===== src/rtl/ifu_idu_queue_pkg.sv =====
// Shared definitions for the fetch-to-decode instruction queue.
// Holds the NOP filler, the reset pc and the {pc, instr} entry type.
package ifu_idu_queue_pkg;

    localparam logic [31:0] NOP_INSTR = 32'h00000013;
    localparam logic [63:0] RESET_PC  = 64'h80000000;

    typedef struct packed {
        logic [63:0] pc;
        logic [31:0] instr;
    } fetch_entry_t;

endpackage


===== src/rtl/ifu_idu_queue_mem.sv =====
// Queue storage: DEPTH x W register array.
// One write port, one async read port, async clear on rst.
module ifu_idu_queue_mem
    import ifu_idu_queue_pkg::*;
#(
    parameter int DEPTH = 4,
    parameter int W     = 96,
    localparam int AW   = $clog2(DEPTH)
) (
    input  logic          clk,
    input  logic          rst,
    input  logic          we,
    input  logic [AW-1:0] waddr,
    input  logic [W-1:0]  wdata,
    input  logic [AW-1:0] raddr,
    output logic [W-1:0]  rdata
);

    logic [W-1:0] mem [DEPTH];

    // Write one entry per cycle; the whole array clears on reset.
    always_ff @(posedge clk or posedge rst) begin
        if (rst) begin
            for (int i = 0; i < DEPTH; i++) begin
                mem[i] <= '0;
            end
        end else if (we) begin
            mem[waddr] <= wdata;
        end
    end

    assign rdata = mem[raddr];

endmodule


===== src/rtl/ifu_idu_queue.sv =====
// Decoupling instruction queue between fetch and decode.
// IFQ_BYPASS_EN: forward fetch straight to decode when the queue is empty.
module ifu_idu_queue
    import ifu_idu_queue_pkg::*;
#(
    parameter int DEPTH  = 4,
    parameter int PC_W   = 64,
    parameter int INST_W = 32,
    localparam int AW    = $clog2(DEPTH),
    localparam int CW    = AW + 1
) (
    input  logic              clk,
    input  logic              rst,
    input  logic              flush,
    input  logic              in_valid,
    input  logic [PC_W-1:0]   in_pc,
    input  logic [INST_W-1:0] in_instr,
    output logic              in_ready,
    output logic              out_valid,
    output logic [PC_W-1:0]   out_pc,
    output logic [INST_W-1:0] out_instr,
    input  logic              out_ready,
    output logic [CW-1:0]     count
);

    localparam int W = PC_W + INST_W;

    logic [AW-1:0] wr_ptr;
    logic [AW-1:0] rd_ptr;
    logic [W-1:0]  rdata;
    logic          empty;
    logic          head_valid;
    logic          push;
    logic          pop;

    assign empty      = (count == '0);
    assign head_valid = !empty && !flush;
    assign in_ready   = (count != CW'(DEPTH));
    assign pop        = head_valid && out_ready;

`ifdef IFQ_BYPASS_EN
    logic byp;
    logic byp_take;

    assign byp      = empty && !flush && in_valid;
    assign byp_take = byp && out_ready;
    assign push     = in_valid && in_ready && !flush && !byp_take;

    // Head entry, or the incoming fetch when the queue is empty.
    always_comb begin
        out_valid = head_valid || byp;
        out_pc    = '0;
        out_instr = INST_W'(NOP_INSTR);
        if (byp) begin
            out_pc    = in_pc;
            out_instr = in_instr;
        end else if (head_valid) begin
            out_pc    = rdata[W-1:INST_W];
            out_instr = rdata[INST_W-1:0];
        end
    end
`else
    assign push = in_valid && in_ready && !flush;

    // Head entry, or pc 0 / NOP so decode never sees stale data.
    always_comb begin
        out_valid = head_valid;
        out_pc    = '0;
        out_instr = INST_W'(NOP_INSTR);
        if (head_valid) begin
            out_pc    = rdata[W-1:INST_W];
            out_instr = rdata[INST_W-1:0];
        end
    end
`endif

    // Pointers and occupancy; flush wins over any transfer.
    always_ff @(posedge clk or posedge rst) begin
        if (rst) begin
            wr_ptr <= '0;
            rd_ptr <= '0;
            count  <= '0;
        end else if (flush) begin
            wr_ptr <= '0;
            rd_ptr <= '0;
            count  <= '0;
        end else begin
            if (push) begin
                wr_ptr <= wr_ptr + AW'(1);
            end
            if (pop) begin
                rd_ptr <= rd_ptr + AW'(1);
            end
            if (push && !pop) begin
                count <= count + CW'(1);
            end else if (pop && !push) begin
                count <= count - CW'(1);
            end
        end
    end

    ifu_idu_queue_mem #(
        .DEPTH (DEPTH),
        .W     (W)
    ) u_mem (
        .clk   (clk),
        .rst   (rst),
        .we    (push),
        .waddr (wr_ptr),
        .wdata ({in_pc, in_instr}),
        .raddr (rd_ptr),
        .rdata (rdata)
    );

    count_range_a: assert property (
        @(posedge clk) disable iff (rst) count <= CW'(DEPTH)
    );

endmodule


===== config.mk =====
export PLATFORM = sky130hd
export DESIGN_NAME = ifu_idu_queue
export DESIGN_NICKNAME = d
export VERILOG_FILES = /design/src/rtl/ifu_idu_queue_pkg.sv /design/src/rtl/ifu_idu_queue_mem.sv /design/src/rtl/ifu_idu_queue.sv
export SDC_FILE = /design/constraint.sdc
export NUM_CORES = 1
export LEC_CHECK = 0
export BUFFER_PORTS_ARGS = -buffer_cell sky130_fd_sc_hd__buf_2
export CORE_AREA = 2 2 219 221
export CTS_CLUSTER_SIZE = 40
export DETAILED_ROUTE_END_ITERATION = 8
export DIE_AREA = 0 0 221 223
export PLACE_DENSITY = 0.7
export SLEW_MARGIN = 0
export SYNTH_ARGS = -nofsm -noshare
export SYNTH_HDL_FRONTEND = slang
export SYNTH_SLANG_ARGS = --single-unit

===== constraint.sdc =====
create_clock -name clk -period 15.8 [get_ports clk]
set_input_delay 2.37 -clock clk [delete_from_list [all_inputs] [get_ports clk]]
set_output_delay 2.37 -clock clk [all_outputs]
set_load 0.03 [all_outputs]

# Word-level counts from Yosys, hierarchy flattened
# Cells that the tools add are included.
[totals]
ff_bits = 391
wordCells = 47
[op_classes]
muxes = 15
add_sub_neg = 4
eq_ne = 1
n_reduce_logical = 15
n_lt_le_gt_ge = 3
bitwise = 2
[ops]
columns = ["operator", "n"]
rows = [
  ["$bwmux 384", 1],
  ["$mux 96", 3],
  ["$bmux 96 s2", 1],
  ["$demux 96 s2", 1],
  ["$mux 64", 1],
  ["$mux 32", 1],
  ["$mux 3", 3],
  ["$mux 2", 4],
  ["$logic_and 1x1->1", 7],
  ["$ge 3x3->1 const B", 2],
  ["$not 2->3", 2],
  ["$add 2x1->2 const B", 2],
  ["$logic_not 1->1", 4],
  ["$reduce_bool 2->1", 2],
  ["$add 3x1->3 const B", 1],
  ["$logic_not 3->1", 1],
  ["$lt 3x1->1 const B", 1],
  ["$ne 3x3->1 const B", 1],
  ["$reduce_bool 3->1", 1],
  ["$sub 3x1->3 const B", 1],
]

# Depth between registers and ports, before layout
[logic_depth]
ltp_word = 8
ltp_mapped = 9
depth_no_buf = 8

# Cells and area by module
# Synthesis repeated with hierarchy kept, for this count alone.
[unflattened]
cells_unflattened = 1098
area_unflattened_um2 = 17682.0
[modules_own_cells]
columns = ["mod", "n_inst", "area_each_um2", "cells_each"]
rows = [
  ["ifu_idu_queue_mem", 1, 16487.1, 931],
  ["ifu_idu_queue", 1, 1194.9, 167],
]

# Worst setup path after synthesis
# OpenSTA, ideal clock, no wires.
[synth_timing]
kind = "input to output"
startpoint = "input flush"
endpoint = "output out_instr[10]"
t_arrival_ns = 3.371
path_stages = 5
slack_ns = 10.059
required_time_ns = 13.430
path_buffers = 2
cell_sequence = "inv_1 -> o21ai_4 -> buf_2 -> buf_2 -> nor2b_1"
[synth_between]
elab_chain_cells = 3
[synth_lines]
columns = ["item", "line_no", "source"]
rows = [
  ["start, declared", "ifu_idu_queue.sv:14", "input logic flush,"],
  ["$logic_not 1->1", "ifu_idu_queue.sv:37", "assign head_valid = !empty && !flush;"],
  ["$logic_and 1x1->1", "ifu_idu_queue.sv:37", ""],
  ["$mux 32", "ifu_idu_queue.sv:70", "if (head_valid) begin"],
  ["end, declared", "ifu_idu_queue.sv:21", "output logic [INST_W-1:0] out_instr,"],
]
# Every way passes these cells.

# Worst setup path after layout
[layout_timing]
startpoint = "input flush"
endpoint = "output out_instr[0]"
# Same word-level chain as after synthesis.

==> metrics <==
result of the run finished clean; met2 usage between 20% and 30%; Warnings, synthesis 0; commonest non-fill, non-tap cell in the layout dfrtp_1; TritonRoute pass-1 iters 4; WL per Instance 20.3 um; GR peak layer met2; Tmin final slightly above 6 ns; Worst VDD drop roughly 110 uV; post-synthesis net count between 1000 and 1500; I/O Buffers roughly 200; DRT Wirelength slightly below 40 mm; detailed placer's ending HPWL ~24 mm; GR met1 Demand/Resource approximately 22%; Mapped Avg Cell Area approximately 17 um2; crit end category output pin; max-capacitance violation count 0; critical-path cell list buf_2, inv_1, o21ai_4, buf_4, or2_2, buf_2; full die area ~0.049 mm2; Worst-Skew Late Latency approximately 0.57 ns; CP most frequent cell buf_2; gr usage total 16.1%; period utilization between 30% and 40%; Worst-Margin Slew around 1.1 ns; grt ovf 0; Fillers about 4100; Sink Count between 300 and 400; Nets around 1400; sequential element share of the synthesized area between 50% and 60%; layout cells sized above 1 58.7%; Die X between 200 and 250 um; WP data required ~13 ns; unrepaired setup endpoints after global routing false; synthesis-stage register bit count 391; Setup Fix Bufs, Post-CTS 0; Final Core Density between 40% and 50%; Worst slew margin 26.1%; critical path's largest stage delay 0.50 ns; FMAX 0.164 GHz; most frequent cells in the layout dfrtp_1 (389), mux2_2 (225), buf_2 (201), mux2_4 (160), mux4_2 (96); Post-synth EDFFs 0; Finished Layout Cells 1925; Critical Path Fanout Max 55; Pleak 0.0100 uW; initial antenna violation count 4; mapped cell area approximately 0.019 mm2; final setup fails 0; setup TNS 0 ns; Bufs on Longest Clock Path 3; Top FF cell, synth dfrtp_1; Synth area leader dfrtp_1; placed cell count about 1900; total number of vias ~10000; CTS tree built; top post-synthesis cells by area dfrtp_1 (53%), mux2_2 (14%), mux2_4 (13%); Hold/Removal Path Class flop to flop; vias in the first global route approximately 11000; cts repair resizes 0; n_diodes 0; Via density between 5 and 6; Gate Count Post-Synth roughly 1100; pins over their slew limit 0; clk_skew between 0.02 and 0.025 ns; Hold Violations, Final 0; Async S/R FF share, synth 100%; io pins around 200; Post-CTS Hold Buffers 0; Crit-path slowest cell buf_4; die height around 220 um; largest net degree at the start of global routing about 180; Worst Path Arrival around 3.7 ns; Area Growth Syn to Fin 13.6%; ANT nets after route 0; Initial DRC Count around 530; Synth cell types 37; Clk pin slew, worst setup/hold paths approximately 0.05 ns; CTS Buf Count 44; row cnt 80; Pwr Density between 150 and 200 mW/mm2; Setup Crit Path Kind input port to output pin; # DRC 0; GPL Wtd Cong 0.752; # H-tree levels 2; Pwr Total 3780 uW; Yosys top cell area share 52.5%; CP Launch Type input port; initial core utilization 39.5%; first-pass GRT wire length between 60 and 70 mm; M3 GR Usage under 10%; CTS Root Cell clkbuf_16; Core Region between 0.04 and 0.05 mm2
## final timing paths
check	startpoint	end	slack, ns	depth (start not counted)
min	u_mem.mem[137]$_DFFE_PP0P_	u_mem.mem[137]$_DFFE_PP0P_	0.50	1
max	flush	out_instr[0]	9.70	6
min reg2reg	u_mem.mem[137]$_DFFE_PP0P_	u_mem.mem[137]$_DFFE_PP0P_	0.50	1
max reg2reg	count[2]$_DFFE_PP0P_	u_mem.mem[95]$_DFFE_PP0P_	12.48	6
max in group asynchronous	rst	u_mem.mem[126]$_DFFE_PP0P_	12.12	3
min in group asynchronous	rst	u_mem.mem[357]$_DFFE_PP0P_	1.95	2
## state kept, by name, summed over array words and instances (netlist names)
register,flops
u_mem.mem,384
rd_ptr,2
wr_ptr,2
count,3
## cell usage after synthesis (2+ instances only)
master	number
clkbuf_1	8
o211ai_1	2
buf_12	16
nand3_4	4
mux4_2	96
nand3_1	2
o21ai_0	3
xor2_1	2
nor2b_1	93
o31ai_1	2
ha_1	4
inv_1	8
dfrtp_1	391
o311ai_0	2
buf_8	4
a21oi_1	3
mux2_2	225
buf_4	24
or2_2	4
buf_2	23
mux2_4	160
nor2_1	4
nand2_1	2
## where the power goes
part / internal (uW) / switching [uW] / total (uW)
clock network: 567 / 399 / 966
registers: 1380 / 213 / 1590
logic: 724 / 497 / 1220
## routing by layer
| layer | vias up | share of wire, % | wire length [um] |
|---|---|---|---|
| met3 | 53 | 5.2 | 2050 |
| met2 | 195 | 47 | 18500 |
| met1 | 5319 | 46 | 17800 |
| met4 | 8 | 1.8 | 687 |
| li1 | 4379 | - | - |
| met5 | - | 0.11 | 42 |
## critical path: cells and delay by family
kind | cells | cell delay, ns
buffers and inverters | 4 | 0.97
AND/OR/NAND/NOR | 1 | 0.22
AO/OA/AOI/OAI | 1 | 0.09
## logic make-up (layout without fill, tap and decap cells)
kind of cell	after synthesis	in the layout	synth area share, %
AOI/OAI and AO/OA	17	17	0.699
adders and majority gates	5	5	0.376
xor gates and xnor gates	2	2	0.0941
buffers and inverters	85	299	4.04
muxes	482	482	38.2
DFF	391	391	52.5
and+or+nand+nor	114	114	4.10
## per-stage QoR
step / instance area, um2 / hold slack, ns / setup WS, ns
CTS: 21200 / 0.501 / 9.70
finish: 21200 / 0.498 / 9.70
detailed placement: 19800 / 0.488 / 9.70
floorplan: 18600 / 0.474 / 2.56
global placement: 19800 / 0.481 / 9.79
global route: 21200 / 0.507 / 9.60
## area by class of cell
type / count / area (um2) / share of cell area (%)
timing repair buffer: 216 / 1130 / 5.34
sequential: 391 / 9790 / 46.3
clock buffer: 67 / 1270 / 5.99
inverter: 9 / 43.8 / 0.207
clock inverter: 7 / 73.8 / 0.349
multi-input combinational: 620 / 8090 / 38.2
tap: 615 / 769 / 3.64
No activity file was read; power rests on OpenSTA's default activity.
